### src/rtl/pipeline_ctrl_pkg.sv
// Shared definitions for the MIPS pipeline hazard/sequencing controller:
// FSM state encoding, the NOP word loaded by flushes, and default limits.
package pipeline_ctrl_pkg;

  typedef enum logic [1:0] {
    RUN      = 2'd0,
    MEM_WAIT = 2'd1,
    HALT     = 2'd2
  } ctrl_state_e;

  // sll $0,$0,0 -- the all-zero word the flushed pipeline registers hold
  localparam logic [31:0] NOP_INSTR = 32'h0000_0000;

  localparam int MEM_WAIT_MAX_DEFAULT = 15;
  localparam int WAIT_CNT_W           = 8;

endpackage

### src/rtl/hazard_sat_counter.sv
// Saturating up-counter with synchronous active-high reset and increment enable.
module hazard_sat_counter #(
  parameter int CNT_W = 32
) (
  input  logic             CLOCK,
  input  logic             RESET,
  input  logic             inc,
  output logic [CNT_W-1:0] count
);

  // NOTE: sequential state is written with non-blocking assignments so every
  // register samples pre-edge values, independent of process ordering.
  always_ff @(posedge CLOCK) begin
    if (RESET) begin
      count <= '0;
    end else if (inc && (count != '1)) begin
      count <= count + CNT_W'(1);
    end
  end

endmodule

### src/rtl/pipeline_hazard_ctrl.sv
// Hazard and sequencing controller for the 5-stage MIPS pipeline: branch
// redirect, load-use stall, data-memory wait freeze with timeout, perf counters.
module pipeline_hazard_ctrl
  import pipeline_ctrl_pkg::*;
#(
  parameter int MEM_WAIT_MAX = MEM_WAIT_MAX_DEFAULT,
  parameter int CNT_W        = 32
) (
  input  logic             CLOCK,
  input  logic             RESET,
  input  logic             Beq_MEM,
  input  logic             Bne_MEM,
  input  logic             ZeroFlag_MEM,
  input  logic [31:0]      PC_MEM,
  input  logic             MemRead_EX,
  input  logic [4:0]       WriteBackRegAddr_EX,
  input  logic [4:0]       Rs_ID,
  input  logic [4:0]       Rt_ID,
  input  logic             MemReq,
  input  logic             MemReady,
  output logic             PCWriteEN,
  output logic             IFIDWriteEN,
  output logic             EXMEMWriteEN,
  output logic             IFIDFlush,
  output logic             IDEXFlush,
  output logic             EXMEMFlush,
  output logic             MEMWBBubble,
  output logic             PCSrcSEL,
  output logic [31:0]      PCBranch,
  output logic [CNT_W-1:0] StallCount,
  output logic [CNT_W-1:0] FlushCount,
  output logic             MemTimeout
);

  ctrl_state_e             state_q, state_d;
  logic [WAIT_CNT_W-1:0]   wait_cnt_q, wait_cnt_d;
  logic                    timeout_q;
  logic                    taken, load_use;
  logic                    freeze, decode;

  assign taken    = (Beq_MEM & ZeroFlag_MEM) | (Bne_MEM & ~ZeroFlag_MEM);
  assign load_use = MemRead_EX && (WriteBackRegAddr_EX != 5'd0) &&
                    ((WriteBackRegAddr_EX == Rs_ID) || (WriteBackRegAddr_EX == Rt_ID));
  assign PCBranch = PC_MEM;

  // NOTE: every variable driven here gets a default first, so no path leaves
  // it unassigned and no latch is inferred.
  always_comb begin
    state_d    = state_q;
    wait_cnt_d = wait_cnt_q;
    freeze     = 1'b0;
    decode     = 1'b0;
    case (state_q)
      RUN: begin
        if (MemReq && !MemReady) begin
          freeze     = 1'b1;
          state_d    = MEM_WAIT;
          wait_cnt_d = WAIT_CNT_W'(1);
        end else begin
          decode = 1'b1;
        end
      end
      MEM_WAIT: begin
        // Completion releases the freeze in the same cycle; a branch held in
        // the frozen EX/MEM register is resolved right here.
        if (MemReady) begin
          decode     = 1'b1;
          state_d    = RUN;
          wait_cnt_d = '0;
        end else begin
          freeze     = 1'b1;
          wait_cnt_d = wait_cnt_q + WAIT_CNT_W'(1);
          if (wait_cnt_q == WAIT_CNT_W'(MEM_WAIT_MAX)) begin
            state_d = HALT;
          end
        end
      end
      HALT: begin
        freeze = 1'b1;
      end
      default: begin
        state_d = RUN;
      end
    endcase
  end

  always_comb begin
    PCWriteEN    = 1'b1;
    IFIDWriteEN  = 1'b1;
    EXMEMWriteEN = 1'b1;
    IFIDFlush    = 1'b0;
    IDEXFlush    = 1'b0;
    EXMEMFlush   = 1'b0;
    MEMWBBubble  = 1'b0;
    PCSrcSEL     = 1'b0;
    if (freeze) begin
      PCWriteEN    = 1'b0;
      IFIDWriteEN  = 1'b0;
      EXMEMWriteEN = 1'b0;
      MEMWBBubble  = 1'b1;
    end else if (decode && taken) begin
      PCSrcSEL   = 1'b1;
      IFIDFlush  = 1'b1;
      IDEXFlush  = 1'b1;
      EXMEMFlush = 1'b1;
    end else if (decode && load_use) begin
      PCWriteEN   = 1'b0;
      IFIDWriteEN = 1'b0;
      IDEXFlush   = 1'b1;
    end
    // Reset drains the whole pipeline with NOPs regardless of state.
    if (RESET) begin
      PCWriteEN    = 1'b0;
      IFIDWriteEN  = 1'b0;
      EXMEMWriteEN = 1'b0;
      IFIDFlush    = 1'b1;
      IDEXFlush    = 1'b1;
      EXMEMFlush   = 1'b1;
      MEMWBBubble  = 1'b1;
      PCSrcSEL     = 1'b0;
    end
  end

  always_ff @(posedge CLOCK) begin
    if (RESET) begin
      state_q    <= RUN;
      wait_cnt_q <= '0;
      timeout_q  <= 1'b0;
    end else begin
      state_q    <= state_d;
      wait_cnt_q <= wait_cnt_d;
      timeout_q  <= timeout_q | (state_d == HALT);
    end
  end

  assign MemTimeout = timeout_q;

  hazard_sat_counter #(.CNT_W(CNT_W)) u_stall_cnt (
    .CLOCK (CLOCK),
    .RESET (RESET),
    .inc   (!PCWriteEN),
    .count (StallCount)
  );

  hazard_sat_counter #(.CNT_W(CNT_W)) u_flush_cnt (
    .CLOCK (CLOCK),
    .RESET (RESET),
    .inc   (PCSrcSEL),
    .count (FlushCount)
  );

endmodule

### config.mk
export PLATFORM = sky130hd
export DESIGN_NAME = pipeline_hazard_ctrl
export DESIGN_NICKNAME = d
export VERILOG_FILES = /design/src/rtl/pipeline_ctrl_pkg.sv /design/src/rtl/hazard_sat_counter.sv /design/src/rtl/pipeline_hazard_ctrl.sv
export SDC_FILE = /design/constraint.sdc
export NUM_CORES = 1
export LEC_CHECK = 0
export ABC_CLOCK_PERIOD_IN_PS = 2900
export CAP_MARGIN = 25
export CORE_MARGIN = 1.5
export CORE_UTILIZATION = 45
export CTS_CLUSTER_SIZE = 30
export DETAILED_ROUTE_END_ITERATION = 7
export PLACE_DENSITY = 0.81
export RECOVER_POWER = 25
export SYNTH_ARGS = -nofsm -noshare
export SYNTH_HDL_FRONTEND = slang
export SYNTH_SLANG_ARGS = --single-unit
### constraint.sdc
create_clock -name CLOCK -period 2.9 [get_ports CLOCK]
set_clock_uncertainty 0.1 [all_clocks]
set_input_delay 0.29 -clock CLOCK [delete_from_list [all_inputs] [get_ports CLOCK]]
set_output_delay 0.29 -clock CLOCK [all_outputs]
set_load 0.02 [all_outputs]
==> impl_metrics.yaml, run 1 <==
layout:
  drive_gt1_share_pct: 8.87
  mostFrequentLayoutCell: "clkdlybuf4s50_1"
  final_cell_mix: "clkdlybuf4s50_1 (91), dfxtp_1 (75), nor2_1 (61)"
  area_growth_pct: 24.7
  diodes: 0
  final_nets: 628
min_path:
  hold_class: "input pin to flop"
placed_design:
  place_hpwl_um: 7060
  place.gp.congestion: 0.852
  portBuffers: 95
  pre_cts_ws_ns: 0.0439
clock_network:
  cts_setup_buffers: 0
  clock_latency_ns: 0.33
  cts-buffers-inserted: 9
  clk_pin_slew_worst_paths_ns: 0.08
  ctsResizeCount: 0
  clockBufferDepth: 2
  clock-sinks: 75
  holdBufCountCts: 0
  cts-root-buf: "clkbuf_8"
  htreeDepth: 3
  cts_tree: "yes"
worst_setup_path:
  crit_path_start_kind: "input pin"
  endpoint_kind: "output port"
  cp.arrival_ns: 2.42
  path_class: "input pin to output port"
  worstPathRequired_ns: 2.51
  crit_fanout: 4
job:
  maxCapViolations: 0
timing:
  post-route-min-period_ns: 2.81
  whs_ns: 0.322
  max_freq_ghz: 0.356
  worst_pin_slew_ns: 0.587
  drv_slew: 0
  setup_viol: 0
  post-route-period-util_pct: 97.0
  relSlewSlack_pct: 59.7
  rsz0062_at_grt: "false"
  tns_ns: 0
  setup_ws_ns: 0.0871
  final_hold_viol_count: 0
synthesis:
  synth.area.top_cells: "dfxtp_1 (35%), buf_4 (6.7%), nor2_1 (5.4%), a21oi_1 (4.2%), xnor2_1 (3.9%)"
  synth_area_mm2: 0.00428
  synth_warnings: 0
  ys_seq_area_share_pct: 35.1
  synth_top_area_cell: "dfxtp_1"
  async_flop_share_pct: 0
  yosys.cell_types.count: 50
  synth_top_area_share_pct: 35.1
  synthFlopType: "dfxtp_1"
  synth_edf_count: 0
  avgSynthCellArea_um2: 8.35
  ys_ff_latch: 75
  synthesis.nets: 570
  synth_cells: 512
power:
  p_leak_nw: 1.73
  p_per_area_mw_per_mm2: 412
  p_total_w: 0.00220
  ir_drop_uv: 256
detailed_routing:
  vias: 3876
  ant_nets: 0
  drt-vias-per-instance: 5.51
  drt-initial-drc-count: 149
  finalWirelength_um: 9870
  first_pass_iters: 4
  route.detailed.drc: 0
  wl_per_cell_um: 14.0
die:
  die_h_um: 100
  fp.coreArea_mm2: 0.00924
  rows: 35
  initial_utilization_pct: 46.3
  die-area_mm2: 0.0101
  boundaryPins: 160
  die_x_um: 100
global_routing:
  grt_pass1_wl_um: 16100
  gr-usage-all-layers_pct: 19.2
  antenna_found_initial: 0
  grt_max_degree: 56
  grt_pass1_vias: 3580
  grt-ovfl-total: 0
run_status:
  status: "finished clean"
registers in the layout, summed over array words and instances, names as in the netlist:
register           cells
u_flush_cnt.count     32
MemTimeout             1
wait_cnt_q             8
u_stall_cnt.count     32
state_q                2
where the power goes:
group | internal, W | switching, W | total, W | leakage (nW)
Clock | 0.000575 | 0.000380 | 0.000955 | 0.121
Sequential | 0.00104 | 0.0000102 | 0.00105 | 0.605
Combinational | 0.0000892 | 0.000104 | 0.000193 | 1.01
metal layers:
metal,part of all wire (%),track usage (%)
met1,46,24.7
met3,5.6,3.47
met4,1.4,7.15
met5,0,0
met2,47,32.3
Yosys cell counts, types with 9 or more instances:
cell,instances
nand2_1,28
nor3_1,21
o21ai_0,15
dfxtp_1,75
a21oi_1,36
xnor2_1,19
nand4_1,19
nor2_1,61
nor2b_1,10
nand3_1,24
or3_1,10
clkbuf_1,12
xor2_1,18
buf_4,38
mux2_2,10
o31ai_1,14
or4_1,16
inv_1,9
final cells by class:
class | instances | area [um^2]
flip-flops and latches | 75 | 1500
fillers | 809 | 3910
clock buffers | 10 | 128
repair buffers | 106 | 1050
inverters | 9 | 33.8
well taps | 129 | 161
clock inverters | 6 | 113
multi-input cells | 369 | 2340
worst paths after layout:
path / cells past startpoint / from / slack, ns / end
setup / recovery: 6 / MemReq / 0.09 / IFIDWriteEN
hold reg to reg: 1 / MemTimeout / 0.38 / MemTimeout
hold / removal: 3 / RESET / 0.32 / MemTimeout
setup reg to reg: 7 / u_stall_cnt.count[0] / 0.36 / u_stall_cnt.count[6]
cell families after synthesis:
logic type | count (synthesis) | synth area share (%)
multiplexers | 11 | 2.87
flip-flops | 75 | 35.1
AND/OR/NAND/NOR | 235 | 31.2
adder cells (fa/ha/maj) | 3 | 0.878
XOR/XNOR | 37 | 7.58
buffers and inverters | 68 | 10.1
AO/OA/AOI/OAI | 83 | 12.2
stage by stage:
| stage | instances | area (um^2) | utilization [%] |
|---|---|---|---|
| after floorplan | 512 | 4280 | - |
| after global placement | 688 | 5090 | 55.1 |
| after detailed placement | 688 | 5090 | 55.1 |
| after CTS | 704 | 5330 | 57.7 |
| after global routing | 704 | 5330 | 57.7 |
| final | 704 | 5330 | 57.7 |
worst max-delay path, stage by stage:
cell and delay [ns]:
clkdlybuf4s50_1 0.46, o21ba_4 0.24, or2_2 0.33, a21oi_4 0.18, o31a_2 0.27, clkdlybuf4s50_1 0.64
Power figures use the tool's default switching activity.
==> run 2, diff against run 1 <==
HOLD_SLACK_MARGIN = 0.15   (was unset)
==> results of run 2 <==
No change in the layout: final DEF, timing and power equal those of run 1.
